## src/rtl/vector_recorder.sv

```systemverilog
// vector_recorder: armed/triggered capture of the observed vector {a,b,c,y}
// into a DEPTH-word memory, with single-cycle registered readback while idle
// or done. Capture stops on stop, or when the last word is written.
module vector_recorder #(
    parameter int DEPTH = 16,
    parameter int AW    = $clog2(DEPTH)
) (
    input  logic          clk,
    input  logic          reset,
    input  logic          arm,
    input  logic          trig,
    input  logic          stop,
    input  logic          a,
    input  logic          b,
    input  logic          c,
    input  logic          y,
    input  logic          rd_en,
    input  logic [AW-1:0] rd_addr,
    output logic [3:0]    rd_data,
    output logic          rd_valid,
    output logic [AW:0]   count,
    output logic          full,
    output logic          busy,
    output logic          done
);

    typedef enum logic [1:0] {
        IDLE    = 2'd0,
        ARMED   = 2'd1,
        CAPTURE = 2'd2,
        DONE    = 2'd3
    } state_t;

    localparam logic [AW:0] COUNT_FULL = (AW + 1)'(DEPTH);
    localparam logic [AW:0] COUNT_LAST = (AW + 1)'(DEPTH - 1);

    state_t     state;
    logic [3:0] mem [DEPTH];
    logic [3:0] sample;
    logic       wr_en;
    logic       rd_ok;

    assign sample = {a, b, c, y};

    // A word is stored on the trigger edge in ARMED and on every CAPTURE edge,
    // unless stop wins or reset is holding the block.
    assign wr_en = !reset && !stop &&
                   (((state == ARMED) && trig) || (state == CAPTURE));

    // Readback is only served while no capture can be modifying the memory.
    assign rd_ok = rd_en && ((state == IDLE) || (state == DONE));

    // Status flags are pure decodes of the registers.
    assign busy = (state == ARMED) || (state == CAPTURE);
    assign done = (state == DONE);
    assign full = (count == COUNT_FULL);

    // Control FSM and capture counter.
    // NOTE: sequential state uses non-blocking assignments so every register
    // samples the pre-edge values of its neighbours.
    always_ff @(posedge clk or posedge reset) begin
        if (reset) begin
            state <= IDLE;
            count <= '0;
        end else begin
            case (state)
                IDLE: begin
                    if (arm) begin
                        state <= ARMED;
                    end
                end
                ARMED: begin
                    if (stop) begin
                        state <= DONE;
                    end else if (trig) begin
                        count <= (AW + 1)'(1);
                        state <= CAPTURE;
                    end
                end
                CAPTURE: begin
                    if (stop) begin
                        state <= DONE;
                    end else begin
                        count <= count + (AW + 1)'(1);
                        if (count == COUNT_LAST) begin
                            state <= DONE;
                        end
                    end
                end
                DONE: begin
                    if (arm) begin
                        count <= '0;
                        state <= ARMED;
                    end
                end
                default: state <= IDLE;
            endcase
        end
    end

    // Capture memory write port; the write index is the current word count.
    // NOTE: the memory has no reset so it maps onto RAM and keeps its contents
    // across reset; wr_en already excludes writes while reset is high.
    always_ff @(posedge clk) begin
        if (wr_en) begin
            mem[count[AW-1:0]] <= sample;
        end
    end

    // Registered readback; addresses at or beyond count read as zero.
    always_ff @(posedge clk or posedge reset) begin
        if (reset) begin
            rd_data  <= 4'b0000;
            rd_valid <= 1'b0;
        end else begin
            rd_valid <= rd_ok;
            if (rd_ok) begin
                if ({1'b0, rd_addr} < count) begin
                    rd_data <= mem[rd_addr];
                end else begin
                    rd_data <= 4'b0000;
                end
            end
        end
    end

endmodule

```

## config.mk

```make
export PLATFORM = sky130hd
export DESIGN_NAME = vector_recorder
export DESIGN_NICKNAME = d
export VERILOG_FILES = /design/src/rtl/vector_recorder.sv
export SDC_FILE = /design/constraint.sdc
export NUM_CORES = 1
export LEC_CHECK = 0
export ABC_AREA = 1
export BUFFER_PORTS_ARGS = -buffer_cell sky130_fd_sc_hd__buf_2
export CAP_MARGIN = 20
export CORE_ASPECT_RATIO = 0.9
export CORE_UTILIZATION = 55
export CTS_CLUSTER_DIAMETER = 60
export CTS_CLUSTER_SIZE = 30
export DETAILED_ROUTE_END_ITERATION = 10
export PLACE_DENSITY = 0.75
export SYNTH_ARGS = -nofsm -noshare
export SYNTH_HDL_FRONTEND = slang
export SYNTH_SLANG_ARGS = --single-unit
```

## constraint.sdc

```tcl
create_clock -name clk -period 5 [get_ports clk]
set_clock_uncertainty 0.1 [all_clocks]
set_input_delay 1 -clock clk [delete_from_list [all_inputs] [get_ports clk]]
set_output_delay 1 -clock clk [all_outputs]
set_load 0.03 [all_outputs]
```

# Yosys cells after proc, flatten, opt, wreduce, memory -nomap -nowiden
# Memory sizes are Yosys's and may differ from the RTL's.
# Index checks and enable logic that the tools add are counted.
[classes]
n_addsub = 1
mul = 0
div_mod_pow = 0
order_cmp = 1
n_eq_ne = 12
n_shift = 0
mux = 14
bitwise_logic = 0
n_reduce_logical = 14
[op_table]
columns = ["cell", "count"]
rows = [
  ["5-bit two-way mux", 4],
  ["5-bit case mux with 3 select lines", 1],
  ["2-bit two-way mux", 5],
  ["2-bit inequality test (second input constant)", 4],
  ["2-bit case mux with 3 select lines", 1],
  ["5-bit by 1-bit adder with 5-bit output (second input constant)", 1],
  ["5-bit by 4-bit equality test with 1-bit output (second input constant)", 1],
  ["5-bit equality test (second input constant)", 1],
  ["4-bit by 5-bit less-than comparator with 1-bit output", 1],
  ["5-bit AND reduction", 1],
  ["2-bit equality test (second input constant)", 2],
  ["1-bit logical AND", 4],
  ["4-bit two-way mux", 1],
  ["1-bit logical OR", 3],
  ["3-bit by 2-bit inequality test with 1-bit output (second input constant)", 1],
  ["3-bit inequality test (second input constant)", 1],
  ["3-bit AND reduction", 1],
  ["3-bit nonzero test", 1],
  ["2-bit by 1-bit equality test with 1-bit output (second input constant)", 1],
  ["1-bit zero test", 2],
  ["2-bit zero test", 1],
  ["1-bit two-way mux", 2],
  ["2-bit by 1-bit inequality test with 1-bit output (second input constant)", 1],
  ["2-bit OR reduction", 1],
]
[word_totals]
ff_bits = 12
latch_bits = 0
mem_bits_rw = 64
rom_bits = 0
inputBits = 14
n_memories = 1
[mem_list]
columns = ["memory", "words", "word_bits", "read_ports", "rd_ports_with_merged_regs", "wr", "line", "source"]
rows = [
  ["mem", 16, 4, 1, 0, 1, "38", "logic [3:0] mem [DEPTH];"],
]

# Longest topological paths before layout
# Gate-level depths: netlist of run 1.
[depth]
ltp_word = 6
depth_mapped = 10
depth_no_buf = 9

# Worst setup path before layout of run 1
# Ideal clock, no wire load.
[synth_path]
path_type = "reg-to-output"
start = "reg count[1]"
end = "out full"
arrival_ns = 1.312
setup_slack_ns = 2.588
path_stages_with_launch = 5
n_path_buf = 0
cell_sequence = "dfrtp_1 > inv_1 > ha_1 > nand2_1 > nor2_1"
[synth_via]
elab_chain_cells = 1
[synth_lines]
columns = ["element", "line", "source"]
rows = [
  ["from (decl)", "21", "output logic [AW:0] count,"],
  ["from (signal assigned)", "76", "count <= (AW + 1)'(1);"],
  ["from (signal assigned)", "84", "count <= count + (AW + 1)'(1);"],
  ["5-bit equality test", "56", "assign full = (count == COUNT_FULL);"],
  ["to (decl)", "22", "output logic full,"],
]
# Every way passes these cells.

# Final worst setup path of run 1
[layout_path]
start = "reg count[0]"
end = "out full"
# Same word-level chain as after synthesis.

==> results of run 1 <==
## critical path, cell delays in order, from the launching register on
cell and delay [ns]:
dfrtp_1 0.47, inv_1 0.15, ha_1 0.19, nand2_1 0.06
nor2_1 0.10, buf_2 0.20
## registers in the layout, summed over array words and instances, names as in the netlist
signal / cells
rd_data: 4
mem: 64
rd_valid: 1
state: 2
count: 5
## placed cells by master, fill, tap and decap left out, types with 2 or more instances in the layout
| cell | instances |
|---|---|
| nand2_1 | 100 |
| nand3_1 | 64 |
| edfxtp_1 | 64 |
| inv_1 | 32 |
| buf_2 | 26 |
| nor2_1 | 21 |
| ha_1 | 12 |
| dfrtp_1 | 12 |
| clkbuf_8 | 11 |
| o21ai_0 | 8 |
| inv_2 | 3 |
| nor2_2 | 2 |
| nand4_1 | 2 |
| clkbuf_16 | 2 |
## final cells by class
class,count,area share [%]
tap,87,2.82
clock inverter,2,0.324
timing repair buffer,26,3.37
clock buffer,14,5.31
multi-input combinational,217,27.2
sequential,76,57.6
inverter,35,3.40
## worst max path at each step
stage / to / slack, ns / cells past startpoint
finish: full / 2.37 / 5
global route: busy / 2.30 / 4
CTS: full / 2.37 / 5
detailed placement: mem[1][2] / 2.25 / 6
global placement: mem[8][1] / 2.30 / 6
floorplan: full / 2.59 / 4
## power groups by stage
stage	combinational (uW)	clock [uW]	sequential, uW
after floorplan	231	0	798
after global placement	356	0	765
after global routing	409	523	758
after detailed placement	364	0	766
after CTS	365	494	753
final	366	491	754
## per-stage QoR
stage / hold WS, ns / power [uW]
CTS: 0.394 / 1610
global route: 0.409 / 1690
detailed placement: 0.374 / 1130
global placement: 0.372 / 1120
finish: 0.398 / 1610
floorplan: 0.480 / 1030
## kinds of logic (layout without fill, tap and decap cells)
group                    count (synthesis)  count (layout)
AND/OR/NAND/NOR                        193             193
flip-flops                              76              76
adder cells (fa/ha/maj)                 12              12
buffers and inverters                   46              77
XOR/XNOR                                 1               1
AO/OA/AOI/OAI                           11              11
## per-layer routing
metal / wire length (um) / global-route usage (%) / part of all wire, %
met2: 3500 / 37.9 / 47
met1: 3320 / 33.8 / 44
met5: 0 / 0 / 0
met4: 111 / 11.3 / 1.5
met3: 571 / 5.74 / 7.6
==> summary.log, run 1 <==
qor: status.run_status complete, no violations
qor: setup_path.crit_path_end_kind primary output
qor: yosys.post_synth_and_or_nand_nor_area_fraction 24.0%
qor: placement.number_of_port_buffers 26
qor: worst_hold_path.min_path_cells 2
qor: power.vdd_ir_drop_max 306 uV
qor: timing.timing.slew.headroom 62.1%
qor: drt.wl_per_cell 16.4 um
qor: worst_hold_path.timing.hold.worst.start rd_data[1]
qor: finish.fillers 517
qor: finish.finalNetCount 391
qor: finish.diodes 0
qor: setup_path.setup.worst_path.class reg -> out
qor: power.cell_internal_pwr 1100 uW
qor: clocking.clock_sinks 76
qor: finish.layout-area-overhead-vs-synth 10.6%
qor: drt.wl 7500 um
qor: clocking.root_buffer clkbuf_8
qor: timing.finalWorstPathRequiredPeriod 2.63 ns
qor: floorplan.placeableCoreArea 6110 um^2
qor: setup_path.required_time_at_the_worst_slack_endpoint 3.90 ns
qor: power.leakage_power 0.00163 uW
qor: global_route.globalRoute.totalOverflow 0
qor: yosys.netlist_area 3490 um^2
qor: yosys.mappedNetlistNets 365
qor: global_route.grt_pass1_wl 12000 um
qor: timing.highest_attainable_clock_frequency 0.380 GHz
qor: clocking.cts_buffer_depth 2
qor: setup_path.r2r_start state[1]
qor: power.seqPwrFrac 46.8%
qor: setup_path.regToRegEndpoint mem[1][2]
qor: clocking.cts_repair_resize_count 0
qor: yosys.ys_async_sr_fraction 15.8%
qor: yosys.yosys_warns 0
qor: floorplan.rows 27
qor: floorplan.die_h 77.6 um
qor: finish.ff_latch_area 2220 um^2
qor: yosys.synth-edff-count 64
qor: run.timing.max_cap.violations 0
qor: clocking.tritoncts built
qor: power.power.share.switching 31.9%
qor: clocking.cts_max_level 3
qor: placement.placed_instances 441
qor: timing.fin_setup_tns 0 ns
qor: yosys.synth.top_cells.by_area edfxtp_1 (55%), nand2_1 (11%), nand3_1 (9.2%)
qor: global_route.largest_net_degree_at_the_start_of_global_routing 34
qor: yosys.synth.ff_latch_count 76
qor: floorplan.pin_count 27
qor: setup_path.crit_fanout 7
qor: power.power_share_of_the_clock_group 30.5%
qor: finish.multi_input_area 1050 um^2
qor: finish.stdcell_area 3860 um^2
qor: yosys.synth_top_family_by_area simple AND/OR/NAND/NOR gates
qor: setup_path.crit_path_start_kind register
qor: yosys.synth_seq_area_share 63.7%
qor: drt.drt_pass1_iterations 4
qor: drt.detail_route.vias_per_cell 5.39
qor: placement.placed_area 3640 um^2
qor: timing.timing.final.crit_share 52.7%
qor: floorplan.die_w 86.0 um
qor: global_route.vias_in_the_first_global_route 2410
qor: yosys.synth.top_cell.area_share 55.1%
qor: yosys.syn-instance-count 339
qor: drt.drc 0
qor: worst_hold_path.min_delay_worst_endpoint rd_data[1]
qor: yosys.mapped_avg_cell_area 10.3 um^2
qor: yosys.number_of_distinct_standard_cells_referenced_by_the_synthesized_netlist 22
qor: setup_path.worst_ep_arrival_time 1.53 ns
qor: floorplan.initial_core_util 57.1%
qor: clocking.insertion_delay 0.36 ns
qor: worst_hold_path.hold_class reg -> reg
qor: yosys.synthMuxAreaShare 0%
qor: timing.final_report_max_slew_violation_count 0
qor: power.switching_power 513 uW
qor: setup_path.rr_worst_depth 8
qor: yosys.yosysMostFrequentCell nand2_1
qor: power.power_density 417 nW/um^2
qor: clocking.cts.repair_timing.setup_buffer_count 0
qor: global_route.grt_antenna_before_repair 0
qor: setup_path.setup.reg_to_reg.worst_slack 2.83 ns
qor: yosys.synth_commonest_cells nand2_1 (100), edfxtp_1 (64), nand3_1 (64), inv_1 (32), nor2_1 (21)
qor: timing.final-hold-violation-count 0
qor: timing.setup_viol 0
qor: placement.half_perimeter_wire_length_of_the_detailed_placement_result 5170 um
qor: drt.drt_iter0_drc 236
qor: finish.layout-drive-gt1-share 13.0%
qor: finish.fin_util 63.1%
qor: timing.fin_ws 2.37 ns
qor: drt.postRouteAntennaNets 0
qor: placement.gp_routability_congestion 0.823
qor: power.share_of_total_power_in_combinational_logic 22.7%
qor: floorplan.floorplan.die_area 6670 um^2
qor: yosys.post-synth-top-area-cell edfxtp_1
qor: setup_path.setup.worst_path.start count[0]
qor: yosys.synth_ff_type edfxtp_1
qor: yosys.synth_xor_xnor_area_share 0.251%
qor: drt.routed-via-count 2464
qor: clocking.worst_setup_hold_path_clk_slew 0.08 ns
qor: yosys.synth_compound_gate_area_share 1.61%
qor: placement.detailedPlace.worstSlack 2.25 ns
qor: yosys.synth_fa_ha_area_share 4.30%
qor: finish.finalNonFillerCells 457
qor: clocking.cts-buffers-inserted 9
qor: timing.unrepaired_setup_endpoints_after_global_routing false
qor: clocking.post_cts_hold_buffer_count 0
qor: timing.tightest_slew 0.568 ns
qor: global_route.grtUsageTotal 24.8%
Note: power is estimated with default switching activity, not from simulation.
==> run 2: changes to the inputs <==
- CORE_UTILIZATION: 55 -> 54
- PLACE_DENSITY: 0.75 -> 0.77
- clock period: 5 -> 2.3 ns (I/O delays scaled with it)
==> run 2 against run 1 <==
  * Utilization fell by 0.16 points
  * First-iteration DRC count increased by 23%
  * Sequential share of layout area is 0.48 points lower
  * Wire length shrank 5.1%
  * Sequential power up 120%
  * Power is 120% higher
  * Die area up 1.8%
  * Non-clock buffer count rose by 4
  * Critical endpoint is now mem[12][0]
  * Largest cell class unchanged
==> summary.log, run 2 (synthesized netlist as in run 1, its figures left out) <==
qor: status.run_status complete, no violations
qor: floorplan.rows 27
qor: finish.ff_latch_area 2220 um^2
qor: setup_path.setup.worst_path.start state[1]
qor: finish.fin_util 63.0%
qor: clocking.post_cts_hold_buffer_count 0
qor: floorplan.die_h 78.3 um
qor: timing.timing.slew.headroom 75.1%
qor: power.share_of_total_power_in_combinational_logic 23.5%
qor: floorplan.placeableCoreArea 6180 um^2
qor: drt.routed-via-count 2408
qor: timing.finalWorstPathRequiredPeriod 2.11 ns
qor: setup_path.setup.worst_path.class reg -> reg
qor: finish.largest_reg_flops 64
qor: clocking.cts_max_level 3
qor: drt.postRouteAntennaNets 0
qor: timing.setup_viol 0
qor: setup_path.crit_fanout 4
qor: finish.finalNetCount 395
qor: floorplan.initial_core_util 56.4%
qor: power.power_share_of_the_clock_group 29.9%
qor: placement.placed_instances 445
qor: floorplan.die_w 86.7 um
qor: clocking.worst_setup_hold_path_clk_slew 0.07 ns
qor: timing.unrepaired_setup_endpoints_after_global_routing true
qor: global_route.gr_layer_usage_met2 32.4%
qor: setup_path.required_time_at_the_worst_slack_endpoint 2.22 ns
qor: clocking.cts_repair_resize_count 0
qor: timing.timing.final.crit_share 91.8%
qor: finish.layout-area-overhead-vs-synth 11.6%
qor: power.leakage_power 0.00164 uW
qor: timing.highest_attainable_clock_frequency 0.474 GHz
qor: clocking.clock_sinks 76
qor: finish.fillers 474
qor: clocking.tritoncts built
qor: timing.hold_ws 0.0632 ns
qor: finish.finalNonFillerCells 461
qor: global_route.met3_track_demand_over_resource_in_global_routing 4.73%
qor: power.power_density 899 nW/um^2
qor: timing.tightest_slew 0.373 ns
qor: setup_path.setup.reg_to_reg.worst_slack 0.19 ns
qor: drt.drt_iter0_drc 290
qor: power.switching_power 1090 uW
qor: power.seqPwrFrac 46.6%
qor: global_route.grt-busiest-layer met1
qor: global_route.grt_pass1_wl 11200 um
qor: drt.wl 7120 um
qor: placement.number_of_port_buffers 26
qor: global_route.grtUsageTotal 23.4%
qor: global_route.globalRoute.totalOverflow 0
qor: finish.multi_input_area 1060 um^2
qor: power.vdd_ir_drop_max 642 uV
qor: finish.final_common_cell nand2_1
qor: drt.wl_per_cell 15.4 um
qor: timing.final-hold-violation-count 0
qor: setup_path.worst_ep_arrival_time 2.03 ns
qor: clocking.cts.repair_timing.setup_buffer_count 0
qor: global_route.largest_net_degree_at_the_start_of_global_routing 33
qor: setup_path.rr_worst_depth 8
qor: setup_path.r2r_start state[1]
qor: global_route.grt_antenna_before_repair 0
qor: timing.final_report_max_slew_violation_count 0
qor: setup_path.crit_path_end_kind register
qor: drt.drt_pass1_iterations 5
qor: finish.layout-drive-gt1-share 14.4%
qor: power.cell_internal_pwr 2410 uW
qor: run.timing.max_cap.violations 0
qor: floorplan.pin_count 27
qor: placement.half_perimeter_wire_length_of_the_detailed_placement_result 4990 um
qor: global_route.global_route.usage.met1 35.5%
qor: worst_hold_path.hold_class in -> async
qor: clocking.cts_buffer_depth 2
qor: clocking.cts-buffers-inserted 9
qor: power.power.share.switching 31.3%
qor: setup_path.crit_path_start_kind register
qor: setup_path.worst_setup_path_endpoint mem[12][0]
qor: clocking.root_buffer clkbuf_8
qor: finish.layout.cells.most_common_list nand2_1 (100), nand3_1 (64), edfxtp_1 (64)
qor: floorplan.floorplan.die_area 6790 um^2
qor: placement.gp_routability_congestion 0.898
qor: drt.drc 0
qor: setup_path.regToRegEndpoint mem[12][0]
qor: global_route.vias_in_the_first_global_route 2184
qor: clocking.insertion_delay 0.34 ns
qor: finish.diodes 0
qor: drt.detail_route.vias_per_cell 5.22
## run 2: cell count changes in the layout (fill, tap and decap cells not counted), sizes merged
cell / before / now
clkbuf: 14 / 13
bufinv: 0 / 1
buf: 26 / 30
## run 2: layout make-up
type | instances | area share, %
repair buffers | 30 | 4.11
clock inverters | 3 | 1.09
clock buffers | 13 | 4.37
inverters | 35 | 3.37
well taps | 87 | 2.80
multi-input cells | 217 | 27.2
flip-flops and latches | 76 | 57.1
## run 2: worst min-delay path by stage
stage	slack, ns	to	cells after the start	start
after detailed placement	0.36	rd_data[0]	2	rd_data[0]
after floorplan	0.23	count[0]	1	reset
after global routing	0.07	count[2]	3	reset
after global placement	0.36	rd_data[0]	2	rd_data[0]
final	0.06	rd_data[2]	3	reset
after CTS	0.04	count[0]	3	reset
## run 2: per-layer routing
metal  part of all wire, %  up-vias
met5                     0        -
met4                   2.1        0
met3                   7.3       16
met2                    44      127
met1                    47     1074
li1                      -     1191
## run 2: power groups by stage
stage          Clock, uW  Combinational, uW  Sequential (uW)
2_1_floorplan          0                503             1740
5_1_grt             1110                901             1640
3_3_place_gp           0                798             1660
6_report            1050                821             1630
4_1_cts             1060                814             1630
3_5_place_dp           0                813             1660
## run 2: stage by stage
stage	worst slack, ns	setup TNS (ns)	cell area [um^2]	total power [uW]
2_1_floorplan	0.428	0	3490	2240
3_3_place_gp	0.306	0	3670	2460
3_5_place_dp	0.240	0	3670	2470
4_1_cts	0.187	0	3890	3500
5_1_grt	-0.000265	-0.000265	3890	3650
6_report	0.189	0	3890	3500
## run 2: worst max-delay path, cell delays in order, from the launching register on
cell     delay [ns]
dfrtp_1        0.40
inv_1          0.10
ha_1           0.22
inv_1          0.09
o21ai_0        0.16
nand3_1        0.09
inv_1          0.12
nand2_1        0.20
nor2_1         0.31
==> run 3: changes to the inputs <==
- CORE_ASPECT_RATIO: 0.9 -> 1.5
==> run 3 against run 2 <==
  * Register-to-register slack barely moved
  * Hold slack worse by 0.023 ns
  * Clock power rose by 9%
  * Die area about the same
  * Combinational power fell by 1%
==> summary.log, run 3 (synthesized netlist as in run 1, its figures left out) <==
qor: status.run_status complete, no violations
qor: drt.wl 7360 um
qor: setup_path.required_time_at_the_worst_slack_endpoint 2.23 ns
qor: drt.drc 0
qor: floorplan.pin_count 27
qor: setup_path.worst_ep_arrival_time 2.05 ns
qor: timing.finalWorstPathRequiredPeriod 2.12 ns
qor: clocking.post_cts_hold_buffer_count 0
qor: clocking.insertion_delay 0.35 ns
qor: setup_path.crit_path_end_kind register
qor: placement.half_perimeter_wire_length_of_the_detailed_placement_result 5310 um
qor: timing.timing.slew.headroom 64.7%
qor: finish.layout.cells.most_common_list nand2_1 (100), nand3_1 (64), edfxtp_1 (64)
qor: timing.tightest_slew 0.529 ns
qor: floorplan.initial_core_util 56.5%
qor: setup_path.crit_path_start_kind register
qor: placement.number_of_port_buffers 26
qor: global_route.globalRoute.totalOverflow 0
qor: global_route.grt_antenna_before_repair 0
qor: timing.unrepaired_setup_endpoints_after_global_routing false
qor: run.timing.max_cap.violations 0
qor: global_route.largest_net_degree_at_the_start_of_global_routing 34
qor: floorplan.die_w 67.6 um
qor: timing.final_report_max_slew_violation_count 0
qor: finish.largest_reg_flops 64
qor: floorplan.floorplan.die_area 6790 um^2
qor: power.vdd_ir_drop_max 866 uV
qor: finish.final_common_cell nand2_1
qor: clocking.cts-buffers-inserted 9
qor: worst_hold_path.hold_class in -> async
qor: placement.gp_routability_congestion 0.929
qor: timing.final-hold-violation-count 0
qor: drt.routed-via-count 2397
qor: timing.setup_viol 0
qor: drt.wl_per_cell 16.5 um
qor: clocking.clock_sinks 76
qor: timing.fin_ws 0.181 ns
qor: power.leakage_power 0.00164 uW
qor: placement.detailedPlace.worstSlack 0.242 ns
qor: timing.fin_setup_tns 0 ns
qor: global_route.grt_pass1_wl 12200 um
qor: clocking.worst_setup_hold_path_clk_slew 0.08 ns
qor: floorplan.placeableCoreArea 6170 um^2
qor: drt.detail_route.vias_per_cell 5.37
qor: floorplan.die_h 100 um
qor: floorplan.rows 35
qor: finish.diodes 0
qor: power.power_density 924 nW/um^2
qor: timing.hold_ws 0.0403 ns
qor: setup_path.setup.worst_path.class reg -> reg
qor: drt.postRouteAntennaNets 0
qor: timing.timing.final.crit_share 92.1%
qor: drt.drt_iter0_drc 119
qor: clocking.root_buffer clkbuf_8
qor: clocking.tritoncts built
qor: drt.drt_pass1_iterations 4
qor: timing.highest_attainable_clock_frequency 0.472 GHz
qor: setup_path.rr_worst_depth 8
qor: clocking.cts.repair_timing.setup_buffer_count 0
qor: clocking.cts_repair_resize_count 0
qor: finish.layout-area-overhead-vs-synth 10.9%
qor: clocking.cts_max_level 3
qor: global_route.grtUsageTotal 25.8%
qor: finish.finalNetCount 393
qor: finish.layout-drive-gt1-share 13.7%
qor: global_route.vias_in_the_first_global_route 2508
qor: clocking.cts_buffer_depth 2
qor: setup_path.crit_fanout 4
run 3: cell count changes in the layout (fill, tap and decap cells not counted), sizes merged:
cell	delta
bufinv	+1
inv	+4
clkinv	-1
clkbuf	-4
buf	-2
run 3: critical path: stages (launching register included):
cell,delay (ns)
dfrtp_1,0.41
inv_1,0.10
ha_1,0.22
inv_1,0.09
o21ai_0,0.17
nand3_1,0.09
inv_1,0.13
nand2_1,0.19
nor2_1,0.31
run 3: area by class of cell:
type	count	area (um^2)
Fill cell	482	2300
Clock buffer	9	124
Timing Repair Buffer	28	145
Multi-Input combinational cell	217	1050
Inverter	35	131
Clock inverter	7	105
Tap cell	74	92.6
Sequential cell	76	2220
run 3: worst paths after layout:
kind | startpoint | endpoint | slack (ns)
worst max-delay path | state[1] | mem[3][0] | 0.18
worst min-delay path | reset | state[1] | 0.04
worst max register to register | state[1] | mem[3][0] | 0.18
worst min register to register | rd_data[2] | rd_data[2] | 0.38
max in group asynchronous | reset | count[4] | 1.90
min in group clk | rd_en | rd_valid | 0.35
run 3: metal layers:
metal	global-route usage (%)	wire length (um)
met1	30.7	2780
met2	42.7	3840
met3	2.60	408
met4	17.7	331
met5	0	0
run 3: through the flow:
step | util (%) | cells | total power, uW | instance area, um^2
6_report | 62.7 | 446 | 3580 | 3870
5_1_grt | 62.7 | 446 | 3730 | 3870
4_1_cts | 62.7 | 446 | 3590 | 3870
3_5_place_dp | 59.0 | 430 | 2470 | 3640
3_3_place_gp | 59.0 | 430 | 2450 | 3640
2_1_floorplan | - | 339 | 2240 | 3490
run 3: power by group:
group | switching (uW) | total, uW | leakage [uW] | internal [uW]
logic | 580 | 812 | 0.000798 | 232
registers | 56.4 | 1630 | 0.000732 | 1570
clock network | 506 | 1140 | 0.000113 | 629
total | 1140 | 3580 | 0.00164 | 2430
